--- src/rtl/fa_ha_registered.sv ---
// fa_ha_registered: registered ripple-carry adder, one full adder (two half adders + OR) per bit.
// Define FA_HA_OVF_EN to add the registered signed-overflow output ovf.
module fa_ha_registered #(
    parameter int WIDTH = 1
) (
    input  logic             clk,
    input  logic             rst,
    input  logic             in_valid,
    input  logic [WIDTH-1:0] a,
    input  logic [WIDTH-1:0] b,
    input  logic             cin,
    output logic [WIDTH-1:0] s,
    output logic             co,
    output logic [WIDTH-1:0] p,
    output logic [WIDTH-1:0] g,
    output logic             out_valid
`ifdef FA_HA_OVF_EN
    ,
    output logic             ovf
`endif
);

    // Handshake: valid-only, no ready. in_valid is the capture enable and is never stalled;
    // out_valid is high for exactly the cycle following an edge with rst=0 and in_valid=1.

    logic [WIDTH:0]   c;
    logic [WIDTH-1:0] p_d, g_d, s_d, t_d;
    logic             co_d;

    logic [WIDTH-1:0] s_q, p_q, g_q;
    logic             co_q;
    logic             out_valid_q;

    // Bit cell: HA1 forms propagate/generate, HA2 adds the incoming carry, OR merges carries.
    always_comb begin
        c   = '0;
        p_d = '0;
        g_d = '0;
        s_d = '0;
        t_d = '0;
        c[0] = cin;
        for (int i = 0; i < WIDTH; i++) begin
            p_d[i]   = a[i] ^ b[i];
            g_d[i]   = a[i] & b[i];
            s_d[i]   = p_d[i] ^ c[i];
            t_d[i]   = p_d[i] & c[i];
            c[i+1]   = g_d[i] | t_d[i];
        end
        co_d = c[WIDTH];
    end

    always_ff @(posedge clk) begin
        if (rst) begin
            s_q         <= '0;
            p_q         <= '0;
            g_q         <= '0;
            co_q        <= 1'b0;
            out_valid_q <= 1'b0;
        end else begin
            out_valid_q <= in_valid;
            if (in_valid) begin
                s_q  <= s_d;
                p_q  <= p_d;
                g_q  <= g_d;
                co_q <= co_d;
            end
        end
    end

    assign s         = s_q;
    assign p         = p_q;
    assign g         = g_q;
    assign co        = co_q;
    assign out_valid = out_valid_q;

`ifdef FA_HA_OVF_EN
    logic ovf_d, ovf_q;

    // Carries into and out of the sign bit differ exactly on two's-complement overflow.
    assign ovf_d = c[WIDTH] ^ c[WIDTH-1];

    always_ff @(posedge clk) begin
        if (rst) begin
            ovf_q <= 1'b0;
        end else if (in_valid) begin
            ovf_q <= ovf_d;
        end
    end

    assign ovf = ovf_q;
`endif

endmodule

--- config.mk ---
export PLATFORM = sky130hd
export DESIGN_NAME = fa_ha_registered
export DESIGN_NICKNAME = d
export VERILOG_FILES = /design/src/rtl/fa_ha_registered.sv
export SDC_FILE = /design/constraint.sdc
export NUM_CORES = 1
export LEC_CHECK = 0
export ABC_CLOCK_PERIOD_IN_PS = 1210
export CAP_MARGIN = 5
export CORE_AREA = 2 2 39 41
export CTS_CLUSTER_SIZE = 14
export DETAILED_ROUTE_END_ITERATION = 8
export DIE_AREA = 0 0 41 43
export GPL_TIMING_DRIVEN = 0
export HOLD_SLACK_MARGIN = 0.15
export SLEW_MARGIN = 20
export SYNTH_ARGS = -nofsm -noshare
export SYNTH_HDL_FRONTEND = slang
export SYNTH_SLANG_ARGS = --single-unit
--- constraint.sdc ---
create_clock -name clk -period 1.21 [get_ports clk]
set_input_delay 0.242 -clock clk [delete_from_list [all_inputs] [get_ports clk]]
set_output_delay 0.242 -clock clk [all_outputs]
set_load 0.005 [all_outputs]
==> reports/results.tsv, run 1 <==
metric	value	unit
Avg WL per Cell	8.935	µm
dominant synthesized flop cell	dfxtp_1	
WP data required	970	ps
Area growth, synth to finish	64.02	%
Placed Cells	42	
Finished Layout Cells	46	
crit end category	output pin	
Fin. Hold Viols	0	
CTS buffer count	3	
Residual DRC	0	
crit path launch type	flop	
Synth area leader	dfxtp_1	
#FFs+latches synth	5	
Synth top area share	48.78	%
Syn Std Cell Area	205.2	µm²
Antenna Cells	0	
CP top delay family	flip-flops	
vias per cell	3.543	
share of cells above drive strength 1	16.67	%
crit-path cells	dlygate4sd2_1	
violation count after the first detailed-route iteration	0	
initial antenna violation count	0	
total global routing overflow	0	
multi-input logic area	93.84	µm²
worst slew pin tran	177.3	ps
pwr/cell area	1288	nW/µm²
post-CTS setup buffers	0	
Final Max Tran Viols	0	
Final setup viols	0	
vias in the first global route	146	
Buffers on Ports	9	
Pre-Repair DR Iteration Count	1	
Syn Area/Cell	12.07	µm²
max-cap viol count	0	
Nets	39	
skew final	0	ps
first-pass GRT wire length	621	µm
synth unique cells	7	
CORE AREA	1384	µm²
post-route minimum period	1053	ps
GRT Resource Usage Total	5.841	%
Sequential Area	101.3	µm²
slew margin rel.	88.14	%
Synth Instances	17	
gpl congestion	0.6208	
Peak VDD IR	0.0003630	V
RSZ-0062 raised after global routing	false	
critical path's slowest cell	dfxtp_2	
Hold Path Class	in2reg	
vias	163	
Net Count, Synth	25	
CTS root buffer	clkbuf_4	
Site Rows	14	
CTS clock-pin slew for the worst setup and hold paths	50	ps
Initial Utilization	14.83	%
count of warnings emitted by yosys	0	
Chip Height	43	µm
CP max stage delay	320	ps
Routed Antenna Nets	0	
I/O pins	11	
outcome	complete, no violations	
Buf+Inv Stages, Crit Path	1	
Crit Path Class	reg2out	
fin util	24.32	%
Fill cells	156	
leak pwr	0.0001744	µW
crit path max fanout	2	
H-tree levels	1	
period utilization	86.98	%
largest cells by area after synthesis	dfxtp_1, mux2i_1, fa_1	
Achievable Freq	950.1	MHz
sequential fraction of the synthesis area	48.78	%
top cells by count, synth	dfxtp_1, mux2i_1, nor2_1	
Clock Tree Buf Depth	2	
EDFF count, synth	0	
Routed WL	411	µm
dpl hpwl	329.2	µm
Hold Slack	255.8	ps
Crit path arrival time	810	ps
die area	1763	µm²
largest net degree at the start of global routing	6	
Clock Latency Late Sink	240	ps
CTS tree	done	
asr flop ratio synth	0	%
die span in x	41	µm
most frequent cell after synthesis	dfxtp_1	
CTS sink count	5	
==> report_power, final <==
group / switching [µW] / internal, µW / total (µW)
sequential: 5.74 / 177 / 183
combinational: 23.0 / 35.2 / 58.3
clock: 67.9 / 125 / 193
==> placed cells by master, fill, tap and decap left out <==
cell / instances
dlygate4sd2_1: 7
mux2i_1: 4
nor2_1: 4
dfxtp_1: 4
clkbuf_4: 3
buf_6: 1
nor2b_1: 1
fa_1: 1
ha_1: 1
clkbuf_1: 1
dlymetal6s2s_1: 1
clkdlybuf4s50_1: 1
dfxtp_2: 1
==> cell type report <==
cell class                      count  share of cell area (%)
Clock buffer                        4                   7.807
Sequential cell                     5                   30.11
Tap cell                           16                   5.948
Multi-Input combinational cell     11                   27.88
Buffer                              1                   3.346
Timing Repair Buffer                9                   24.91
==> metrics by stage <==
stage | area, µm² | power [µW] | setup WS [ps] | setup TNS [ps]
finish | 336.6 | 433.6 | 157.5 | 0
global route | 336.6 | 465.0 | 115.1 | 0
CTS | 334.1 | 447.1 | 31.76 | 0
detailed placement | 315.3 | 254.8 | -292.5 | -662.1
global placement | 315.3 | 252.9 | -275.9 | -581.5
floorplan | 205.2 | 211.0 | 232.8 | 0
==> state kept, by name, summed over array words and instances (netlist names) <==
name       flops
s              1
g              1
out_valid      1
co             1
p              1
==> path summary, 6_finish.rpt <==
path	startpoint	to	slack, ps	depth (start not counted)
max	p	p	160	1
min	in_valid	out_valid	260	2
max reg2reg	p	p	600	2
min reg2reg	co	co	500	2
==> what timing repair did <==
action / 4_1_cts / 5_1_grt
hold buffers: 0 / 0
setup endpoints to repair: 6 / 1
pin swaps: 0 / 0
resized for setup: 8 / 1
==> layer usage <==
layer  global-route usage (%)  routed length [µm]
met1                    9.091                 209
met2                    4.688                 136
met3                    3.141                  65
met4                    6.000                   0
met5                        0                   0
==> cell families (layout without fill, tap and decap cells) <==
| kind of cell | after synthesis | in the layout | synth area share, % |
|---|---|---|---|
| fa+ha+maj | 2 | 2 | 15.85 |
| buf+inv | 1 | 14 | 5.487 |
| flops | 5 | 5 | 48.78 |
| mux | 4 | 4 | 19.51 |
| simple gates | 5 | 5 | 10.37 |
Note: power is estimated with default switching activity, not from simulation.
==> run 2, diff against run 1 <==
- CTS_BUF_LIST: not set -> sky130_fd_sc_hd__clkbuf_4 sky130_fd_sc_hd__clkbuf_8
- REMOVE_ABC_BUFFERS: not set -> 1
==> reports/results.tsv, run 2 (synthesized netlist as in run 1, its figures left out) <==
metric	value	unit
post-route minimum period	1054	ps
Routed WL	418	µm
max-cap viol count	0	
skew final	0	ps
placed cell area	314.1	µm²
WP data required	1330	ps
Nets	39	
crit-path cells	dlygate4sd2_1 -> fa_1 -> mux2i_1 -> nor2_1	
vias per cell	3.717	
met2 wire len	146	µm
initial antenna violation count	0	
Peak VDD IR	0.0003222	V
Residual DRC	0	
I/O pins	11	
Achievable Freq	948.9	MHz
GRT Resource Usage Total	6.231	%
commonest non-fill, non-tap cell in the layout	dlygate4sd2_1	
gpl congestion	0.6439	
CTS root buffer	clkbuf_4	
Clock Latency Late Sink	240	ps
Final Max Tran Viols	0	
vias	171	
vias in the first global route	153	
H-tree levels	1	
CORE AREA	1384	µm²
Hold Path Class	in2reg	
Finished Layout Cells	46	
most frequent cells in the layout	dlygate4sd2_1, dfxtp_1, mux2i_1, nor2_1, clkbuf_4	
Buffers on Ports	10	
crit end category	flop	
Avg WL per Cell	9.087	µm
Pre-Repair DR Iteration Count	2	
Worst Slack Setup Final	156.2	ps
Antenna Cells	0	
Routed Antenna Nets	0	
Final Power	454.3	µW
leak pwr	0.0001753	µW
Final setup viols	0	
crit path max fanout	2	
max layer used	met3	
crit path launch type	primary input	
Crit Path Class	in2reg	
Area growth, synth to finish	64.63	%
Placed Cells	42	
Crit path arrival time	1180	ps
largest net degree at the start of global routing	6	
total global routing overflow	0	
multi-input logic area	93.84	µm²
Fill cells	151	
Chip Height	43	µm
CP top delay family	adder cells	
RSZ-0062 raised after global routing	false	
CTS tree	done	
share of cells above drive strength 1	13.33	%
Fin. Hold Viols	0	
CP max stage delay	480	ps
period utilization	87.09	%
M1 WL	200	µm
pwr/cell area	1345	nW/µm²
violation count after the first detailed-route iteration	4	
routed wl met3	70	µm
CTS sink count	5	
setup TNS	0	ps
post-CTS setup buffers	0	
first-pass GRT wire length	621	µm
worst slew pin tran	268.1	ps
hold_buf cts	0	
slew margin rel.	82.07	%
critical path's slowest cell	fa_1	
Initial Utilization	14.83	%
Buf+Inv Stages, Crit Path	1	
final instance area	337.8	µm²
worst slack, placed	-293.5	ps
die span in x	41	µm
Sequential Area	100.1	µm²
Site Rows	14	
die area	1763	µm²
CTS buffer count	3	
CTS clock-pin slew for the worst setup and hold paths	40	ps
Clock Tree Buf Depth	2	
outcome	complete, no violations	
-- run 2: timing repair --
| action | CTS | global route |
|---|---|---|
| endpoints found under the hold margin | 0 | 0 |
| pin swaps | 0 | 1 |
| gates resized for setup | 7 | 1 |
| gates cloned | 0 | 0 |
| endpoints found under the setup margin | 6 | 1 |
-- run 2: metrics by stage --
stage | util (%) | hold slack (ps)
after floorplan | - | 313.6
after global placement | 22.69 | 478.0
after detailed placement | 22.69 | 493.5
after CTS | 24.23 | 499.8
after global routing | 24.41 | 486.0
final | 24.41 | 464.9
-- run 2: per-layer routing --
metal | track usage, % | vias up
met1 | 7.742 | 78
li1 | - | 82
met5 | 0 | -
met4 | 8.000 | 0
met2 | 5.000 | 11
met3 | 5.236 | 0
-- run 2: final timing paths --
kind | from | cells past startpoint | slack (ps) | end
worst min register to register | p | 2 | 500 | p
worst min-delay path | cin | 4 | 460 | co
worst max-delay path | a | 4 | 160 | s
worst max register to register | g | 2 | 610 | g
-- run 2: area by class of cell --
type	count	share of cell area, %
flip-flops and latches	5	29.63
multi-input cells	11	27.78
clock buffers	4	8.889
repair buffers	10	27.78
well taps	16	5.926
-- run 2: worst register-to-register path, cell delays in order, from the launching register on --
cell and delay, ps:
dfxtp_1 300, mux2i_1 130, nor2_1 60
-- run 2: power breakdown --
part,switching (µW),internal [µW]
clock network,65.9,147
logic,24.0,35.8
registers,5.12,177
total,95.1,359
==> run 3, diff against run 2 <==
- TNS_END_PERCENT: not set -> 1
==> results of run 3 <==
The final DEF is identical to that of run 2; final timing and power are the same.
